$ cat config.mk
export PLATFORM = sky130hd
export DESIGN_NAME = mem_arbiter
export DESIGN_NICKNAME = d
export VERILOG_FILES = /design/src/rtl/mem_arbiter.sv
export SDC_FILE = /design/constraint.sdc
export NUM_CORES = 1
export LEC_CHECK = 0
export ABC_AREA = 1
export CAP_MARGIN = 5
export CORE_ASPECT_RATIO = 1.4
export CORE_MARGIN = 2
export CORE_UTILIZATION = 46
export DETAILED_ROUTE_END_ITERATION = 8
export DONT_BUFFER_PORTS = 1
export GPL_ROUTABILITY_DRIVEN = 0
export PLACE_DENSITY = 0.62
export SLEW_MARGIN = 10
export SYNTH_ARGS = -nofsm -noshare
export SYNTH_HDL_FRONTEND = slang
export SYNTH_SLANG_ARGS = --single-unit
$ cat constraint.sdc
create_clock -name clk -period 1.9 [get_ports clk]
set_clock_uncertainty 0.05 [all_clocks]
set_input_delay 0.285 -clock clk [delete_from_list [all_inputs] [get_ports clk]]
set_output_delay 0.285 -clock clk [all_outputs]
set_load 0.005 [all_outputs]
$ cat src/rtl/mem_arbiter.sv
// rtl/mem_arbiter.sv - round-robin arbiter sharing one single-port memory between core and loader
module mem_arbiter #(
  parameter int LATENCY = 1,
  parameter int AW      = 32,
  parameter int DW      = 32
) (
  input  logic          clk,
  input  logic          reset,
  input  logic          req_0,
  input  logic          we_0,
  input  logic [AW-1:0] addr_0,
  input  logic [DW-1:0] wdata_0,
  output logic          done_0,
  output logic [DW-1:0] rdata_0,
  input  logic          req_1,
  input  logic          we_1,
  input  logic [AW-1:0] addr_1,
  input  logic [DW-1:0] wdata_1,
  output logic          done_1,
  output logic [DW-1:0] rdata_1,
  output logic [AW-1:0] mem_adr,
  output logic [DW-1:0] mem_wd,
  output logic          mem_we,
  input  logic [DW-1:0] mem_rd,
  output logic          busy,
  output logic          owner
);

  localparam int CW = $clog2(LATENCY + 1);
  localparam logic [CW-1:0] CNT_INIT = CW'(LATENCY - 1);

  typedef enum logic [1:0] {IDLE, ACCESS, DONE} state_t;

  state_t        state;
  state_t        state_next;
  logic [CW-1:0] cnt;
  logic          last;
  logic          owner_q;
  logic          we_q;
  logic [AW-1:0] addr_q;
  logic [DW-1:0] wdata_q;
  logic [DW-1:0] rdata_0_q;
  logic [DW-1:0] rdata_1_q;
  logic          grant;
  logic          grant_port;
  logic          access_end;

  // On a tie the port that did not finish last wins, giving strict alternation.
  always_comb begin
    grant      = req_0 | req_1;
    grant_port = (req_0 && req_1) ? ~last : req_1;
    access_end = (state == ACCESS) && (cnt == '0);
  end

  always_ff @(posedge clk or negedge reset) begin
    if (!reset) begin
      state <= IDLE;
    end else begin
      state <= state_next;
    end
  end

  always_comb begin
    state_next = state;
    case (state)
      IDLE:    if (grant) state_next = ACCESS;
      ACCESS:  if (cnt == '0) state_next = DONE;
      DONE:    state_next = IDLE;
      default: state_next = IDLE;
    endcase
  end

  always_ff @(posedge clk or negedge reset) begin
    if (!reset) begin
      cnt       <= '0;
      last      <= 1'b1;
      owner_q   <= 1'b0;
      we_q      <= 1'b0;
      addr_q    <= '0;
      wdata_q   <= '0;
      rdata_0_q <= '0;
      rdata_1_q <= '0;
    end else begin
      if (state == IDLE && grant) begin
        owner_q <= grant_port;
        we_q    <= grant_port ? we_1 : we_0;
        addr_q  <= grant_port ? addr_1 : addr_0;
        wdata_q <= grant_port ? wdata_1 : wdata_0;
        cnt     <= CNT_INIT;
      end else if (state == ACCESS && cnt != '0) begin
        cnt <= cnt - CW'(1);
      end
      // Read data is taken on the last access cycle, only into the owner's register.
      if (access_end) begin
        last <= owner_q;
        if (!we_q) begin
          if (owner_q) rdata_1_q <= mem_rd;
          else         rdata_0_q <= mem_rd;
        end
      end
    end
  end

  always_comb begin
    busy   = (state != IDLE);
    mem_we = (state == ACCESS) && (cnt == CNT_INIT) && we_q;
    done_0 = (state == DONE) && !owner_q;
    done_1 = (state == DONE) && owner_q;
  end

  assign mem_adr = addr_q;
  assign mem_wd  = wdata_q;
  assign owner   = owner_q;
  assign rdata_0 = rdata_0_q;
  assign rdata_1 = rdata_1_q;

endmodule

Word-level counts from Yosys, hierarchy flattened

Cells that the tools add are included.

Reduce and logical (&&, ||, !) cells: 14
Equal/unequal tests: 4
Bitwise gates (word level): 5
Add/subtract/negate cells: 1
Multiplexer cells: 9

Operator list:

| operator                                                              | number |
|---|---|
| 32-bit two-way mux                                                    | 2 |
| 1-bit logical AND                                                     | 7 |
| 3-bit AND reduction                                                   | 2 |
| 1-bit two-way mux                                                     | 4 |
| 2-bit two-way mux                                                     | 2 |
| 2-bit != test, second input constant                                  | 2 |
| 1-bit inverter                                                        | 4 |
| 2-bit one-hot mux with 2 select lines                                 | 1 |
| 2-bit nonzero test                                                    | 2 |
| 2-bit by 1-bit equality test with 1-bit output, second input constant | 1 |
| 2-bit equality test, second input constant                            | 1 |
| 2-bit logical NOT                                                     | 1 |
| 2-bit AND reduction                                                   | 1 |
| 1-bit logical NOT                                                     | 1 |
| 1-bit bitwise OR                                                      | 1 |
| 1-bit subtractor, second input constant                               | 1 |

Output and inout port bits: 133
Register bits: 134

Longest topological paths before layout

Depth in word-level cells: 4
Gate-level depth with buffers: 7
Depth with buffers taken out: 6

Least setup slack after synthesis

OpenSTA, ideal clock, no wires.

Path kind: register -> register
From: register last
To: register addr_q[17], in the netlist mem_adr[17]
Slack: 0.583 ns
Path buffers: 2
Library setup time: 0.117 ns
Arrival time: 1.150 ns
Data required time: 1.733 ns
Cell stages (with the launch flop): 8
Cells stage by stage: dfstp_2 nand2_1 nand2_1 buf_2 buf_2 nand2_1 nand3_1 nand2_1

Word-level cells in the longest chain between the ends: 3

Ends and longest elaborated chain:

| what                     | line | source |
|---|---|---|
| start: declaration       | 37   | `logic last;` |
| start signal: assignment | 95   | `last <= owner_q;` |
| 1-bit inverter           | 51   | `grant_port = (req_0 && req_1) ? ~last : req_1;` |
| 1-bit two-way mux        | 51   |  |
| 32-bit two-way mux       | 87   | `addr_q <= grant_port ? addr_1 : addr_0;` |
| end signal: assignment   | 87   |  |
| end: declaration         | 40   | `logic [AW-1:0] addr_q;` |

No other way between the ends.
A chain may end at the register's enable or synchronous reset.

Worst setup path after layout

From: register owner_q, in the netlist owner
To: output done_1

Word-level cells in the longest chain between the ends: 1

Ends and longest elaborated chain:

| what                     | line | source |
|---|---|---|
| start: declaration       | 38   | `logic owner_q;` |
| start signal: assignment | 85   | `owner_q <= grant_port;` |
| 1-bit logical AND        | 108  | `done_1 = (state == DONE) && owner_q;` |
| end: declaration         | 19   | `output logic done_1,` |

No other way between the ends.

==> insert_results.sql <==
INSERT INTO impl_metrics (metric_group, metric, value, unit) VALUES
('yosys', 'synth-warning-count', '0', ''),
('clock_tree', 'cts_hold_repair.buffers', '32', ''),
('run', 'cap_violations', '0', ''),
('global_route', 'grt_pass1_vias', '5239', ''),
('global_route', 'grt_start_max_net_pins', '135', ''),
('clock_tree', 'cts_num_sinks', '134', ''),
('layout', 'most_frequent_cells_in_the_layout', 'nand2_1, nand3_1, inv_1', ''),
('die', 'die_h', '144', 'um'),
('clock_tree', 'ctsHtreeMaxLevel', '4', ''),
('die', 'floorplan.rows', '51', ''),
('yosys', 'synth.distinct_cells', '18', ''),
('layout', 'layout.filler_cells', '1339', ''),
('place', 'place.port_buffers', '0', ''),
('clock_tree', 'clock-root-buffer', 'clkbuf_16', ''),
('die', 'coreArea', '13800', 'sq um'),
('setup_path', 'critical_path_buf_inv_count', '1', ''),
('setup_path', 'cpPeakStageDelay', '0.50', 'ns'),
('timing', 'grt_setup_unrepaired', 'false', ''),
('layout', 'layout-drive-gt1-share', '0.0610', ''),
('die', 'dieWidth', '104', 'um'),
('timing', 'fin_hold_ws', '-0.480', 'ns'),
('layout', 'syn2layout_area_growth', '15.8', '%'),
('place', 'hpwl', '11500', 'um'),
('timing', 'relSlewSlack', '0.555', ''),
('routing', 'dr.pass1.iters', '5', ''),
('yosys', 'synth_top_family_by_area', 'simple AND/OR/NAND/NOR gates', ''),
('setup_path', 'crit_required', '1.56', 'ns'),
('yosys', 'post_synth_fa_ha_maj_area_fraction', '0', ''),
('yosys', 'ys_seq_area_frac', '0.520', ''),
('setup_path', 'cpMaxStageDelayCell', 'dfrtp_1', ''),
('die', 'initial_utilization', '0.468', ''),
('timing', 'period_needed', '1.74', 'ns'),
('timing', 'tightestPinTransition', '0.665', 'ns'),
('routing', 'route.vias.total', '5500', ''),
('power', 'leakage', '4.24', 'nW'),
('setup_path', 'worst_ep_arrival_time', '1.40', 'ns'),
('timing', 'min_period_over_period', '0.914', ''),
('clock_tree', 'tritoncts.num_buffers', '17', ''),
('yosys', 'synth.area.mux_share', '0', ''),
('power', 'pwr_density_cell', '1660', 'nW/um^2'),
('yosys', 'syn_avg_cell_area', '7.48', 'sq um'),
('setup_path', 'timing.critical_path.fanout_max', '6', ''),
('yosys', 'synth_xor_xnor_area_share', '0', ''),
('yosys', 'share_of_the_synthesized_area_in_the_top_cell_type', '0.516', ''),
('yosys', 'syn-cell-area', '6450', 'sq um'),
('power', 'final_total_power', '12.4', 'mW'),
('worst_hold_path', 'hold_path.class', 'input port to async pin', ''),
('routing', 'ant_nets', '0', ''),
('setup_path', 'setup.worst_path.class', 'register to output pin', ''),
('outcome', 'violations_in_the_final_reports', 'hold timing', ''),
('global_route', 'remaining_global_route_overflow', '0', ''),
('setup_path', 'worstSetupStartpointType', 'register', ''),
('routing', 'first_iter_violations', '288', ''),
('timing', 'totalNegativeSetupSlack', '0', 'ns'),
('routing', 'avgRoutedWirePerCell', '16.0', 'um'),
('timing', 'timing.final.hold_violations', '134', ''),
('setup_path', 'endpoint_kind_of_the_worst_setup_timing_path', 'output pin', ''),
('layout', 'layout_commonest_cell', 'nand2_1', ''),
('outcome', 'result_of_the_run', 'finished with violations', ''),
('timing', 'final_setup_violating_endpoints', '0', ''),
('layout', 'antennaDiodeCount', '0', ''),
('yosys', 'ys_top_cells_by_area', 'dfrtp_1, nand2_1, nand3_1', ''),
('yosys', 'postSynthRegisterBits', '134', ''),
('layout', 'nets_final', '1038', ''),
('yosys', 'postSynthCellCount', '863', ''),
('yosys', 'synthesized_area_fraction_occupied_by_ao_oa_aoi_and_oai_cells', '0.00368', ''),
('clock_tree', 'cts-root-to-sink-buffers', '2', ''),
('global_route', 'global_route_wire_length_before_repair', '26800', 'um'),
('routing', 'detail_route.vias_per_cell', '5.14', ''),
('routing', 'number_of_design_rule_violations_left_after_detail_routing', '0', ''),
('power', 'irDropWorstVdd', '0.787', 'mV');
==> power breakdown <==
group | switching [mW] | internal [mW] | leakage, nW
Combinational | 2.31 | 1.21 | 2.32
Clock | 1.34 | 2.01 | 0.288
Sequential | 1.27 | 4.31 | 1.63
==> area by class of cell <==
| type | count | area, sq um | area share |
|---|---|---|---|
| Clock buffer | 18 | 439 | 0.0587 |
| Clock inverter | 14 | 163 | 0.0218 |
| Inverter | 135 | 507 | 0.0678 |
| Multi-Input combinational cell | 540 | 2320 | 0.310 |
| Sequential cell | 134 | 3350 | 0.449 |
| Tap cell | 185 | 231 | 0.0310 |
| Timing Repair Buffer | 44 | 460 | 0.0616 |
==> logic make-up after synthesis <==
kind of cell | after synthesis
DFF | 134
AOI/OAI and AO/OA | 4
and+or+nand+nor | 536
buffers and inverters | 189
==> Yosys cell counts, drive strengths merged <==
cell type	number
buf	44
nor3	3
clkbuf	10
nand3	194
nor3b	1
dfstp	1
inv	135
dfrtp	133
nor2	6
o21ai	4
nand2	332
==> per-stage QoR <==
step	instances	utilization	cell area [sq um]	hold slack, ns	setup slack (ns)
final	1070	0.542	7480	-0.480	0.164
after CTS	1070	0.542	7480	-0.500	0.157
after detailed placement	1006	0.475	6550	-0.0577	0.357
after global routing	1070	0.542	7480	-0.510	0.0703
after floorplan	863	-	6450	-0.0606	0.583
after global placement	1006	0.475	6550	-0.0573	0.417
==> repair_timing <==
action | in CTS | in global routing
setup buffers | 0 | 0
endpoints found under the hold margin | 197 | 134
gates resized for setup | 0 | 0
==> worst reg2reg max path, stage by stage (launching register included) <==
cell	delay, ns
dfstp_2	0.53
nand2_2	0.07
nand2_2	0.24
buf_4	0.29
nand2_1	0.09
nand3_1	0.08
nand2_1	0.06
==> sequential cells by signal (all words and copies together) (netlist names) <==
register and flops:
owner 1, rdata_0 32, last 1, cnt 1, mem_wd 32, mem_adr 32, we_q 1, rdata_1 32
state 2
==> metal layers <==
metal | part of all wire | track usage | vias to the layer above
li1 | - | - | 2652
met1 | 0.40 | 0.274 | 2584
met2 | 0.51 | 0.383 | 242
met3 | 0.071 | 0.0617 | 22
met4 | 0.018 | 0.0825 | 0
met5 | 0 | 0 | -
==> path summary, 6_finish.rpt <==
check	start	to	slack, ns	cells past startpoint
max in group asynchronous	reset	last	2.04	0
min reg2reg	last	last	0.44	2
max reg2reg	last	mem_wd[21]	0.39	6
min	reset	rdata_0[9]	-0.48	0
max	owner	done_1	0.16	2
min in group clk	mem_rd[3]	rdata_1[3]	0.02	2
No activity file was read; power rests on OpenSTA's default activity.
